`src/rtl/data_pack_if.sv`:
```
// Symbol-in / word-out stream bundle for the data_pack bit packer.
// The slave modport is the packer's own view; master is the environment
// (upstream symbol source plus downstream word sink).
interface data_pack_if;
  logic [6:0]  data_in;
  logic        sop_in;
  logic        eop_in;
  logic        valid_in;
  logic        ready_out;
  logic [31:0] data_out;
  logic        sop_out;
  logic        eop_out;
  logic [5:0]  bits_out;
  logic        valid_out;
  logic        ready_in;
  logic        err_out;

  modport slave (
    input  data_in, sop_in, eop_in, valid_in, ready_in,
    output ready_out, data_out, sop_out, eop_out, bits_out, valid_out, err_out
  );

  modport master (
    output data_in, sop_in, eop_in, valid_in, ready_in,
    input  ready_out, data_out, sop_out, eop_out, bits_out, valid_out, err_out
  );
endinterface

```
`src/rtl/data_pack.sv`:
```
// data_pack: repacks 7-bit symbols LSB-first into 32-bit words with packet
// framing. The last word of a packet is zero-padded and reports its count
// of valid bits; an overflowing last symbol spills into one extra FLUSH word.
module data_pack (
  input  logic         clk,
  input  logic         rst,
  data_pack_if.slave   bus
);

  typedef enum logic [1:0] {IDLE, PACK, FLUSH} state_t;

  state_t      state;
  logic [37:0] acc;
  logic [5:0]  cnt;
  logic        first;

  logic        accept;
  logic        start;
  logic [37:0] base_acc;
  logic [5:0]  base_cnt;
  logic        base_first;
  logic [37:0] pack_new;
  logic [5:0]  pack_n;

  // FLUSH owns the output stage for one word, so no symbol may enter then.
  assign bus.ready_out = (state != FLUSH) && (!bus.valid_out || bus.ready_in);
  assign accept        = bus.valid_in && bus.ready_out;
  assign start         = accept && bus.sop_in;

  // Merge the incoming symbol into the accumulator; a sop starts from empty.
  always_comb begin
    base_acc   = start ? 38'd0 : acc;
    base_cnt   = start ? 6'd0  : cnt;
    base_first = start ? 1'b1  : first;
    pack_new   = base_acc | ({31'd0, bus.data_in} << base_cnt);
    pack_n     = base_cnt + 6'd7;
  end

  // Packer FSM with the registered output stage and error pulse.
  always_ff @(posedge clk or negedge rst) begin
    if (!rst) begin
      state         <= IDLE;
      acc           <= '0;
      cnt           <= '0;
      first         <= 1'b0;
      bus.data_out  <= '0;
      bus.sop_out   <= 1'b0;
      bus.eop_out   <= 1'b0;
      bus.bits_out  <= '0;
      bus.valid_out <= 1'b0;
      bus.err_out   <= 1'b0;
    end else begin
      bus.err_out <= 1'b0;
      // A transferred word leaves unless overwritten by a load below.
      if (bus.valid_out && bus.ready_in) begin
        bus.valid_out <= 1'b0;
      end

      case (state)
        IDLE, PACK: begin
          // In IDLE only a sop symbol is meaningful; others are dropped.
          if (accept && (state == PACK || bus.sop_in)) begin
            if (state == PACK && bus.sop_in) begin
              bus.err_out <= 1'b1;
            end
            if (pack_n >= 6'd32) begin
              bus.data_out  <= pack_new[31:0];
              bus.bits_out  <= 6'd32;
              bus.sop_out   <= base_first;
              bus.eop_out   <= bus.eop_in && (pack_n == 6'd32);
              bus.valid_out <= 1'b1;
              acc           <= pack_new >> 32;
              cnt           <= pack_n - 6'd32;
              first         <= 1'b0;
              if (bus.eop_in) begin
                state <= (pack_n == 6'd32) ? IDLE : FLUSH;
              end else begin
                state <= PACK;
              end
            end else if (bus.eop_in) begin
              bus.data_out  <= pack_new[31:0];
              bus.bits_out  <= pack_n;
              bus.sop_out   <= base_first;
              bus.eop_out   <= 1'b1;
              bus.valid_out <= 1'b1;
              acc           <= '0;
              cnt           <= '0;
              first         <= 1'b0;
              state         <= IDLE;
            end else begin
              acc   <= pack_new;
              cnt   <= pack_n;
              first <= base_first;
              state <= PACK;
            end
          end
        end

        FLUSH: begin
          // Emit the 1..6 spilled bits as the packet's final word.
          if (!bus.valid_out || bus.ready_in) begin
            bus.data_out  <= acc[31:0];
            bus.bits_out  <= cnt;
            bus.sop_out   <= 1'b0;
            bus.eop_out   <= 1'b1;
            bus.valid_out <= 1'b1;
            acc           <= '0;
            cnt           <= '0;
            state         <= IDLE;
          end
        end

        default: state <= IDLE;
      endcase
    end
  end

endmodule
```
`src/flat_wrapper.sv`:
```
// flat-port wrapper written by rule: the top's interface ports become plain ports
module data_pack_flat 
  (clk, rst, bus_data_in, bus_sop_in, bus_eop_in, bus_valid_in, bus_ready_in, bus_ready_out, bus_data_out, bus_sop_out, bus_eop_out, bus_bits_out, bus_valid_out, bus_err_out);
  data_pack_if bus_i ();
  input  logic clk;
  input  logic rst;
  input wire logic [$bits(bus_i.data_in)-1:0] bus_data_in;
  input wire logic [$bits(bus_i.sop_in)-1:0] bus_sop_in;
  input wire logic [$bits(bus_i.eop_in)-1:0] bus_eop_in;
  input wire logic [$bits(bus_i.valid_in)-1:0] bus_valid_in;
  input wire logic [$bits(bus_i.ready_in)-1:0] bus_ready_in;
  output wire logic [$bits(bus_i.ready_out)-1:0] bus_ready_out;
  output wire logic [$bits(bus_i.data_out)-1:0] bus_data_out;
  output wire logic [$bits(bus_i.sop_out)-1:0] bus_sop_out;
  output wire logic [$bits(bus_i.eop_out)-1:0] bus_eop_out;
  output wire logic [$bits(bus_i.bits_out)-1:0] bus_bits_out;
  output wire logic [$bits(bus_i.valid_out)-1:0] bus_valid_out;
  output wire logic [$bits(bus_i.err_out)-1:0] bus_err_out;
  assign bus_i.data_in = bus_data_in;
  assign bus_i.sop_in = bus_sop_in;
  assign bus_i.eop_in = bus_eop_in;
  assign bus_i.valid_in = bus_valid_in;
  assign bus_i.ready_in = bus_ready_in;
  assign bus_ready_out = bus_i.ready_out;
  assign bus_data_out = bus_i.data_out;
  assign bus_sop_out = bus_i.sop_out;
  assign bus_eop_out = bus_i.eop_out;
  assign bus_bits_out = bus_i.bits_out;
  assign bus_valid_out = bus_i.valid_out;
  assign bus_err_out = bus_i.err_out;
  data_pack u_core (.clk(clk), .rst(rst), .bus(bus_i));
endmodule
```
`config.mk`:
```
export PLATFORM = sky130hd
export DESIGN_NAME = data_pack_flat
export DESIGN_NICKNAME = d
export VERILOG_FILES = /design/src/rtl/data_pack_if.sv /design/src/rtl/data_pack.sv /design/src/flat_wrapper.sv
export SDC_FILE = /design/constraint.sdc
export NUM_CORES = 1
export LEC_CHECK = 0
export ABC_AREA = 0
export CORE_MARGIN = 5
export CORE_UTILIZATION = 50
export CTS_CLUSTER_DIAMETER = 200
export CTS_CLUSTER_SIZE = 40
export DETAILED_ROUTE_END_ITERATION = 6
export GPL_TIMING_DRIVEN = 0
export PLACE_DENSITY = 0.72
export SYNTH_ARGS = -nofsm -noshare
export SYNTH_HDL_FRONTEND = slang
export SYNTH_SLANG_ARGS = --single-unit
```
`constraint.sdc`:
```
create_clock -name clk -period 3 [get_ports clk]
set_clock_uncertainty 0.05 [all_clocks]
set_input_delay 0.9 -clock clk [delete_from_list [all_inputs] [get_ports clk]]
set_output_delay 0.9 -clock clk [all_outputs]
set_load 0.1 [all_outputs]
```
==> results_dict.tcl, run 1 <==
set metrics [dict create \
    grt_setup_unrepaired "yes" \
    final_net_count 674 \
    utilization_pct 63.4 \
    grt_start_max_net_pins 66 \
    globalplace.congestion 1.03 \
    ant_nets 0 \
    critical_path.startpoint_type "primary input" \
    global_route.overflow_total 0 \
    cp.arrival_ns 3.23 \
    final_cells 801 \
    drt-initial-drc-count 847 \
    worst_hold_slack_ns 0.361 \
    finish_stage_setup_viols 0 \
    synth_top_area_share_pct 43.1 \
    cts_tree "built" \
    timing_max_transition_violations_final 0 \
    share_of_cells_above_drive_strength_1_pct 16.2 \
    count_of_unresolved_drc_violations_after_routing 0 \
    crit_fanout 10 \
    numCtsBuffers 9 \
    ys_top_cells_by_area "sky130_fd_sc_hd__dfrtp_1 (43%), sky130_fd_sc_hd__o21ai_0 (5.7%), sky130_fd_sc_hd__nand2_1 (5.5%), sky130_fd_sc_hd__nor2_1 (5.2%), sky130_fd_sc_hd__a31oi_1 (3.6%)" \
    dp_hpwl_um 15100 \
    reg2reg_slack_ns 0.41 \
    power_frac_comb_pct 60.8 \
    finalCriticalPeriod_ns 2.98 \
    ys_ff_latch 89 \
    synth_fp_nets 602 \
    netSwitchingPower_mw 3.91 \
    outcome "completed" \
    p_int_mw 3.09 \
    power_per_cell_area_mw_per_mm2 1080 \
    total_power_mw 7.00 \
    chipWidth_um 112 \
    clock_power_share_pct 14.0 \
    io_pins 56 \
    antenna-diode-count 0 \
    clock_insertion_delay_worst_skew_ns 0.38 \
    drt-vias-per-instance 6.86 \
    worstPathRequired_ns 3.25 \
    cts.sinks 89 \
    netlist.top_cell.by_area "sky130_fd_sc_hd__dfrtp_1" \
    synth_seq_area_share_pct 43.1 \
    area_of_the_die_mm2 0.0125 \
    route.vias.total 5498 \
    final_common_cell "sky130_fd_sc_hd__dfrtp_1" \
    cts_root_buffer "sky130_fd_sc_hd__clkbuf_8" \
    timing_worst_slew_pin_value_ns 0.994 \
    firstDrtPassIters 5 \
    grt_pass1_wl_um 32300 \
    clock_pin_slew_of_the_registers_on_the_worst_case_setup_and_hold_paths_ns 0.10 \
    routed_length_per_instance_um 26.1 \
    initial_utilization_pct 50.7 \
    postSynth.asyncResetShare_pct 100 \
    min_path_type "in -> async" \
    finalHoldViolCount 0 \
    vias_in_the_first_global_route 5344 \
    synth-main-ff-cell "sky130_fd_sc_hd__dfrtp_1" \
    placeableCoreArea_mm2 0.0102 \
    netlist-cell-type-count 75 \
    floorplan.die.height_um 112 \
    synth_warnings 0 \
    worst_vdd_ir_mv 0.933 \
    row_count 37 \
    synth_area_mm2 0.00516 \
    synth-edff-count 0 \
    placement.io_buffers 54 \
    period_share_pct 99.3 \
    worst-setup-path-type "in -> reg" \
    detail_route.wirelength_um 20900 \
    timing.slew.headroom_pct 33.5 \
    setup_tns_ns 0 \
    post_cts_hold_buffer_count 0 \
    layout-area-overhead-vs-synth_pct 25.0 \
    final_cell_mix "sky130_fd_sc_hd__dfrtp_1 (89), sky130_fd_sc_hd__nand2_1 (73), sky130_fd_sc_hd__nor2_1 (70)" \
    n_fill_cell 897 \
    power.switching_fraction_pct 55.9 \
    global_route_usage_over_all_layers_pct 33.7 \
    cts.htree.levels 3 \
    postSynthCellCount 588 \
    total_leakage_power_nw 2.63 \
    antenna_found_initial 0 \
    placed_cells 779 \
    number_of_max_cap_violations 0 \
    clock_tree.buffer_depth 2 \
    timing.critical_path.to_type "flip-flop" \
    synthesis.area_per_instance_um2 8.78 \
    fmax_mhz 336 \
    pwr-share-seq_pct 25.2 \
]
## cell families (layout without fill, tap and decap cells)
group                      Yosys count  in the layout  share of synthesized area (%)
DFF                                 89             89                           43.1
muxes                               10             10                           1.99
xor gates and xnor gates             3              3                          0.872
buffers and inverters               51            128                           4.94
adders and majority gates            1              1                          0.242
and+or+nand+nor                    215            215                           19.8
AOI/OAI and AO/OA                  219            219                           29.0
## worst paths after layout
check / start / endpoint / cells after the start
setup / recovery: bus_ready_in / u_core.bus.eop_out / 12
min in group clk: u_core.bus.bits_out[0] / u_core.bus.bits_out[0] / 2
setup reg to reg: u_core.cnt[2] / u_core.acc[21] / 7
max in group asynchronous: rst / u_core.state[0] / 2
hold reg to reg: u_core.bus.bits_out[0] / u_core.bus.bits_out[0] / 2
hold / removal: rst / u_core.bus.bits_out[5] / 1
## metrics by stage
step | cell area (um2) | setup WS (ns)
detailed placement | 5900 | -0.929
CTS | 6260 | -0.0722
global placement | 5880 | -2.31
global route | 6450 | -0.0373
finish | 6450 | 0.0218
floorplan | 5170 | 0.0677
## state kept, by name, indices dropped and copies added, names as in the netlist
signal                cells
u_core.bus.err_out        1
u_core.bus.eop_out        1
u_core.state              2
u_core.bus.valid_out      1
u_core.cnt                6
u_core.bus.bits_out       6
u_core.first              1
u_core.bus.data_out      32
u_core.acc               38
u_core.bus.sop_out        1
## worst max-delay path, stage by stage
cell	delay (ns)
sky130_fd_sc_hd__clkdlybuf4s50_1	0.41
sky130_fd_sc_hd__nor2b_1	0.14
sky130_fd_sc_hd__buf_6	0.18
sky130_fd_sc_hd__nor3_4	0.07
sky130_fd_sc_hd__buf_6	0.16
sky130_fd_sc_hd__buf_6	0.17
sky130_fd_sc_hd__nor2_2	0.12
sky130_fd_sc_hd__ha_1	0.16
sky130_fd_sc_hd__nand3_1	0.16
sky130_fd_sc_hd__nor4_4	0.44
sky130_fd_sc_hd__a21oi_2	0.14
sky130_fd_sc_hd__a31oi_1	0.17
## synthesized netlist by cell type (6+ instances only)
| master | instances |
|---|---|
| sky130_fd_sc_hd__a221oi_1 | 9 |
| sky130_fd_sc_hd__a21oi_1 | 30 |
| sky130_fd_sc_hd__nor3_1 | 8 |
| sky130_fd_sc_hd__inv_1 | 9 |
| sky130_fd_sc_hd__a2bb2oi_1 | 6 |
| sky130_fd_sc_hd__nor2_1 | 72 |
| sky130_fd_sc_hd__clkbuf_1 | 12 |
| sky130_fd_sc_hd__a211oi_1 | 7 |
| sky130_fd_sc_hd__o22ai_1 | 7 |
| sky130_fd_sc_hd__nand2_1 | 76 |
| sky130_fd_sc_hd__nand3_1 | 10 |
| sky130_fd_sc_hd__o31ai_1 | 7 |
| sky130_fd_sc_hd__o211ai_1 | 6 |
| sky130_fd_sc_hd__a22oi_1 | 9 |
| sky130_fd_sc_hd__buf_2 | 18 |
| sky130_fd_sc_hd__and3_1 | 9 |
| sky130_fd_sc_hd__o21ai_0 | 59 |
| sky130_fd_sc_hd__dfrtp_1 | 89 |
| sky130_fd_sc_hd__a31oi_1 | 30 |
| sky130_fd_sc_hd__mux2i_1 | 8 |
## per-layer routing
layer	up-vias	share of wire (%)	GRT usage, %
met5	-	0	0
met1	2657	39	44.8
li1	2333	-	-
met4	0	5.1	16.2
met2	427	44	51.2
met3	81	12	8.91
## cell type report
type / count / area (um2) / area share (%)
inverter: 10 / 37.5 / 0.582
multi-input combinational: 448 / 2920 / 45.3
clock inverter: 5 / 87.6 / 1.36
sequential: 89 / 2230 / 34.5
clock buffer: 11 / 141 / 2.19
tap: 136 / 170 / 2.64
buffer: 41 / 251 / 3.90
timing repair buffer: 61 / 614 / 9.52
## power by group through the flow
stage / combinational [mW] / clock [mW] / sequential (mW)
floorplan: 1.34 / 0 / 3.29
global placement: 4.00 / 0 / 1.77
detailed placement: 4.00 / 0 / 1.78
CTS: 4.08 / 0.961 / 1.76
global route: 4.42 / 1.02 / 1.81
finish: 4.25 / 0.979 / 1.77
## timing repair
| action | 4_1_cts | 5_1_grt |
|---|---|---|
| setup buffers | 1 | 5 |
| pin swaps | 1 | 2 |
| resized for setup | 31 | 31 |
| setup endpoints to repair | 59 | 56 |
(Power assumes the default switching activity.)
==> run 2, diff against run 1 <==
--- a/config.mk
+++ b/config.mk
@@ -6,7 +6,6 @@
 export NUM_CORES = 1
 export LEC_CHECK = 0
 export ABC_AREA = 0
-export CORE_MARGIN = 5
 export CORE_UTILIZATION = 50
 export CTS_CLUSTER_DIAMETER = 200
 export CTS_CLUSTER_SIZE = 40
==> run 2 against run 1 <==
  * Final area is 1.6% lower
  * Non-clock buffer count decreased by 5
  * Worst setup slack gained 0.0096 ns
  * Die area shrank 14%
  * First-iteration DRC count is 21% lower
  * Final cell count decreased by 1.0%
  * Combinational power is 1% lower
  * Count of clock-buffer cells in the layout stayed put
  * Highest routed layer unchanged
==> results_dict.tcl, run 2 (synthesized netlist as in run 1, its figures left out) <==
set metrics [dict create \
    outcome "completed" \
    total_leakage_power_nw 2.58 \
    fmax_mhz 337 \
    post_route_cell_area_mm2 0.00635 \
    initial_utilization_pct 52.1 \
    timing_max_transition_violations_final 0 \
    worst_vdd_ir_mv 0.852 \
    io_pins 56 \
    clock_insertion_delay_worst_skew_ns 0.38 \
    r2r-start "u_core.cnt[2]" \
    power_per_cell_area_mw_per_mm2 1080 \
    area_of_the_die_mm2 0.0107 \
    dp_hpwl_um 14300 \
    global_route_usage_over_all_layers_pct 38.4 \
    numCtsBuffers 9 \
    final_common_cell "sky130_fd_sc_hd__dfrtp_1" \
    power_frac_comb_pct 61.3 \
    power.switching_fraction_pct 56.3 \
    worst-setup-path-type "in -> reg" \
    clock_tree.buffer_depth 2 \
    n_fill_cell 895 \
    finalCriticalPeriod_ns 2.97 \
    clock_pin_slew_of_the_registers_on_the_worst_case_setup_and_hold_paths_ns 0.09 \
    floorplan.die.height_um 104 \
    setup_tns_ns 0 \
    reg2reg_end "u_core.bus.data_out[21]" \
    final_net_count 669 \
    layout_top_registers "u_core.acc (38), u_core.bus.data_out (32)" \
    vias_in_the_first_global_route 5270 \
    timing.slew.headroom_pct 34.6 \
    critPathSlowestCell "sky130_fd_sc_hd__clkdlybuf4s50_1" \
    routed_length_per_instance_um 25.1 \
    place_area_mm2 0.00590 \
    final_cell_mix "sky130_fd_sc_hd__dfrtp_1 (89), sky130_fd_sc_hd__nand2_1 (73), sky130_fd_sc_hd__nor2_1 (71)" \
    finish_stage_setup_viols 0 \
    pre_cts_ws_ns -0.856 \
    detail_route.wirelength_um 19900 \
    drt-vias-per-instance 6.86 \
    reg2reg_slack_ns 0.41 \
    largest_register_ff_count 38 \
    cp.arrival_ns 3.22 \
    route.vias.total 5442 \
    global_route.overflow_total 0 \
    final_cells 793 \
    min_path_type "in -> async" \
    placed_cells 776 \
    total_power_mw 6.84 \
    row_count 36 \
    number_of_max_cap_violations 0 \
    grt_start_max_net_pins 63 \
    p_int_mw 2.99 \
    clock_power_share_pct 12.8 \
    ant_nets 0 \
    cts_tree "built" \
    antenna_found_initial 0 \
    cp_cell_sequence "clkdlybuf4s50_1, and2_1, buf_2, a311oi_2, a2bb2oi_2, o21ai_1, a31oi_1, a221oi_2" \
    firstDrtPassIters 6 \
    netSwitchingPower_mw 3.85 \
    layout_setup_ws_ns 0.0314 \
    layout-area-overhead-vs-synth_pct 23.0 \
    cts_root_buffer "sky130_fd_sc_hd__clkbuf_8" \
    antenna-diode-count 0 \
    timing_worst_slew_pin_value_ns 0.978 \
    share_of_cells_above_drive_strength_1_pct 15.5 \
    globalplace.congestion 0.988 \
    drt-initial-drc-count 668 \
    finalHoldViolCount 0 \
    worst_hold_slack_ns 0.378 \
    grt_setup_unrepaired "yes" \
    cts.htree.levels 3 \
    grt_pass1_wl_um 31300 \
    timing.critical_path.slowest_cell_delay_ns 0.59 \
    placeableCoreArea_mm2 0.00991 \
    crit_fanout 6 \
    period_share_pct 99.0 \
    count_of_unresolved_drc_violations_after_routing 0 \
    utilization_pct 64.1 \
    r2r.worst_path.cells 7 \
    placement.io_buffers 54 \
    pwr-share-seq_pct 25.9 \
    timing.critical_path.to_type "flip-flop" \
    worstPathRequired_ns 3.25 \
    cts.sinks 89 \
    critical_path.startpoint_type "primary input" \
    regMostFlops "u_core.acc" \
    chipWidth_um 104 \
]
-- run 2: cell count changes in the layout (fill, tap and decap cells not counted), sizes merged --
cell,before,now
clkinvlp,1,2
buf,36,31
dlymetal6s2s,1,0
clkdlybuf4s50,51,52
bufinv,2,1
-- run 2: metal layers --
layer,part of all wire (%),up-vias,track usage [%],routed length (um)
li1,-,2324,-,-
met1,39,2608,50.8,7790
met2,44,413,57.6,8780
met3,11,97,8.31,2170
met4,6.0,0,23.5,1200
met5,0,-,0,0
-- run 2: area by class of cell --
type	instances	area (um2)	area share [%]
Buffer	41	245	3.86
Tap cell	133	166	2.62
Clock inverter	5	62.6	0.985
Clock buffer	11	141	2.23
Inverter	10	37.5	0.591
Sequential cell	89	2230	35.1
Timing Repair Buffer	56	583	9.18
Multi-Input combinational cell	448	2890	45.5
-- run 2: worst max-delay path: cells and delay by family --
kind,cells,cell delay (ns)
AND/OR/NAND/NOR,1,0.15
AO/OA/AOI/OAI,5,1.36
buffers and inverters,2,0.79
-- run 2: worst max path at each step --
| stage | cells after the start | from | endpoint |
|---|---|---|---|
| 2_1_floorplan | 3 | u_core.bus.valid_out | bus_ready_out |
| 3_3_place_gp | 1 | rst | u_core.bus.data_out[25] |
| 3_5_place_dp | 10 | bus_valid_in | u_core.state[1] |
| 4_1_cts | 9 | bus_valid_in | u_core.bus.bits_out[0] |
| 5_1_grt | 8 | bus_valid_in | u_core.bus.data_out[16] |
| 6_report | 8 | bus_valid_in | u_core.bus.data_out[16] |
-- run 2: power groups by stage --
stage	sequential [mW]	clock, mW	combinational, mW
floorplan	3.29	0	1.34
global placement	1.77	0	3.95
detailed placement	1.78	0	3.95
CTS	1.76	0.868	4.01
global route	1.81	0.918	4.35
finish	1.77	0.878	4.19
-- run 2: timing repair --
action / CTS / global route
pin swaps: 1 / 3
setup endpoints to repair: 51 / 64
hold buffers: 0 / 0
resized for setup: 27 / 32
buffers inserted: 1 / 0
==> run 3, diff against run 2 <==
--- a/config.mk
+++ b/config.mk
@@ -6,12 +6,12 @@
 export NUM_CORES = 1
 export LEC_CHECK = 0
 export ABC_AREA = 0
-export CORE_UTILIZATION = 50
+export CORE_UTILIZATION = 30
 export CTS_CLUSTER_DIAMETER = 200
 export CTS_CLUSTER_SIZE = 40
 export DETAILED_ROUTE_END_ITERATION = 6
 export GPL_TIMING_DRIVEN = 0
-export PLACE_DENSITY = 0.72
+export MAX_ROUTING_LAYER = met4
 export SYNTH_ARGS = -nofsm -noshare
 export SYNTH_HDL_FRONTEND = slang
 export SYNTH_SLANG_ARGS = --single-unit
==> run 3 against run 2 <==
  * Maximum frequency is 1.5% lower
  * Critical path type unchanged
  * Worst hold slack better by 0.052 ns
  * Non-clock buffer count is 1 higher
  * First-iteration DRC count is 38% lower
  * The flow now finishes with violations (negative setup slack)
  * Die area is 65% higher
  * Final area is 3.2% higher
  * Worst setup slack worse by 0.046 ns
  * Total power is 4.2% higher
  * Sequential cell count stayed put
  * Core utilization is 25 points lower
  * Sequential share of layout area is 1.1 points lower
  * Count of clock-buffer cells in the layout is 1 lower
==> results_dict.tcl, run 3 (synthesized netlist as in run 1, its figures left out) <==
set metrics [dict create \
    outcome "finished with violations" \
    violated_checks "negative setup slack" \
    r2r-start "u_core.cnt[2]" \
    holdPathEnd "u_core.bus.data_out[7]" \
    cp.arrival_ns 3.19 \
    regMostFlops "u_core.acc" \
    source_of_the_critical_timing_path "bus_sop_in" \
    period_share_pct 100 \
    total_leakage_power_nw 2.65 \
    timing.slew.headroom_pct 33.8 \
    numCtsBuffers 9 \
    route.vias.total 5351 \
    cts_root_buffer "sky130_fd_sc_hd__clkbuf_16" \
    fmax_mhz 332 \
    globalplace.congestion 0.961 \
    dp_hpwl_um 16100 \
    clock_insertion_delay_worst_skew_ns 0.36 \
    routed_length_per_instance_um 24.9 \
    vias_in_the_first_global_route 5305 \
    io_pins 56 \
    placeableCoreArea_mm2 0.0167 \
    placement.io_buffers 54 \
    worst_vdd_ir_mv 0.735 \
    worst-setup-path-type "in -> reg" \
    share_of_cells_above_drive_strength_1_pct 16.0 \
    initial_utilization_pct 30.9 \
    n_fill_cell 1706 \
    final_net_count 670 \
    clock_pin_slew_of_the_registers_on_the_worst_case_setup_and_hold_paths_ns 0.07 \
    grt_start_max_net_pins 47 \
    total_power_mw 7.12 \
    reg2reg_end "u_core.acc[21]" \
    grt_setup_unrepaired "yes" \
    layout-area-overhead-vs-synth_pct 26.9 \
    clock_tree.buffer_depth 2 \
    timing_max_transition_violations_final 0 \
    drt-vias-per-instance 6.07 \
    chipWidth_um 133 \
    floorplan.die.height_um 133 \
    min_path_type "reg -> reg" \
    global_route.overflow_total 0 \
    antenna_found_initial 1 \
    cts.sinks 89 \
    finish_stage_setup_viols 1 \
    final_common_cell "sky130_fd_sc_hd__dfrtp_1" \
    place_area_mm2 0.00601 \
    detail_route.wirelength_um 22000 \
    count_of_unresolved_drc_violations_after_routing 0 \
    cts_tree "built" \
    largest_register_ff_count 38 \
    ant_nets 0 \
    drt-initial-drc-count 416 \
    critical_path.startpoint_type "primary input" \
    hold_depth 2 \
    r2r.worst_path.cells 7 \
    post_route_cell_area_mm2 0.00656 \
    firstDrtPassIters 5 \
    area_of_the_die_mm2 0.0177 \
    grt_pass1_wl_um 33200 \
    post_cts_hold_buffer_count 0 \
    cts.htree.levels 3 \
    timing_worst_slew_pin_value_ns 0.990 \
    layout_setup_ws_ns -0.0147 \
    power_per_cell_area_mw_per_mm2 1090 \
    crit_fanout 8 \
    layout_top_registers "u_core.acc (38), u_core.bus.data_out (32)" \
    global_route_usage_over_all_layers_pct 26.1 \
    reg2reg_slack_ns 0.33 \
    row_count 47 \
    timing.critical_path.to_type "flip-flop" \
    final_cell_mix "sky130_fd_sc_hd__dfrtp_1 (89), sky130_fd_sc_hd__nand2_1 (75), sky130_fd_sc_hd__nor2_1 (71)" \
    finalCriticalPeriod_ns 3.01 \
    worstPathRequired_ns 3.18 \
    hold_start "u_core.bus.data_out[7]" \
    finalHoldViolCount 0 \
    number_of_max_cap_violations 0 \
]
## run 3: power by group
| part | total (mW) | switching (mW) | leakage [nW] | internal [mW] |
|---|---|---|---|---|
| registers | 1.78 | 0.243 | 1.15 | 1.53 |
| logic | 4.25 | 3.20 | 1.35 | 1.05 |
| clock network | 1.10 | 0.512 | 0.138 | 0.585 |
## run 3: area by class of cell
cell class	instances	area, um2	area share (%)
Multi-Input combinational cell	448	2900	44.2
Sequential cell	89	2230	34.0
Timing Repair Buffer	57	582	8.88
Tap cell	220	275	4.20
Buffer	41	248	3.78
Clock buffer	10	239	3.65
Clock inverter	6	43.8	0.668
Inverter	10	37.5	0.573
Antenna cell	1	2.50	0.0382
## run 3: metrics by stage
step | worst slack (ns) | utilization, % | hold slack [ns] | instances | TNS [ns]
final | -0.0147 | 39.2 | 0.429 | 882 | -0.0147
after global routing | -0.0667 | 39.2 | 0.447 | 882 | -0.450
after CTS | 0.00943 | 38.5 | 0.435 | 881 | 0
after detailed placement | -0.916 | 36.0 | 0.419 | 864 | -36.61
after global placement | -2.48 | 35.8 | 0.415 | 862 | -274.06
after floorplan | 0.0677 | - | 0.395 | 588 | 0
## run 3: routing by layer
metal | vias up | GRT usage, % | wire, um
met5 | - | - | 0
met4 | 0 | 12.4 | 874
met3 | 53 | 5.56 | 1620
met2 | 294 | 39.9 | 10200
met1 | 2665 | 33.0 | 9310
li1 | 2339 | - | -
## run 3: worst max-delay path by stage
stage                         endpoint  slack [ns]  cells past startpoint
3_5_place_dp             bus_ready_out       -0.92                      6
2_1_floorplan            bus_ready_out        0.07                      3
6_report       u_core.bus.data_out[25]       -0.01                      7
5_1_grt        u_core.bus.data_out[29]       -0.07                      8
3_3_place_gp             u_core.acc[6]       -2.48                      1
4_1_cts        u_core.bus.data_out[29]       0.009                      8
## run 3: what timing repair did
action	CTS	global route
resized for setup	33	26
setup endpoints to repair	60	60
buffers inserted	1	0
pin swaps	2	2
## run 3: worst max-delay path, stage by stage
cell and delay, ns:
sky130_fd_sc_hd__clkdlybuf4s50_1 0.57, sky130_fd_sc_hd__nand2_2 0.14, sky130_fd_sc_hd__nor2_1 0.69, sky130_fd_sc_hd__nor2_1 0.28, sky130_fd_sc_hd__nand2_1 0.18, sky130_fd_sc_hd__a2bb2oi_1 0.30, sky130_fd_sc_hd__o21ai_0 0.13
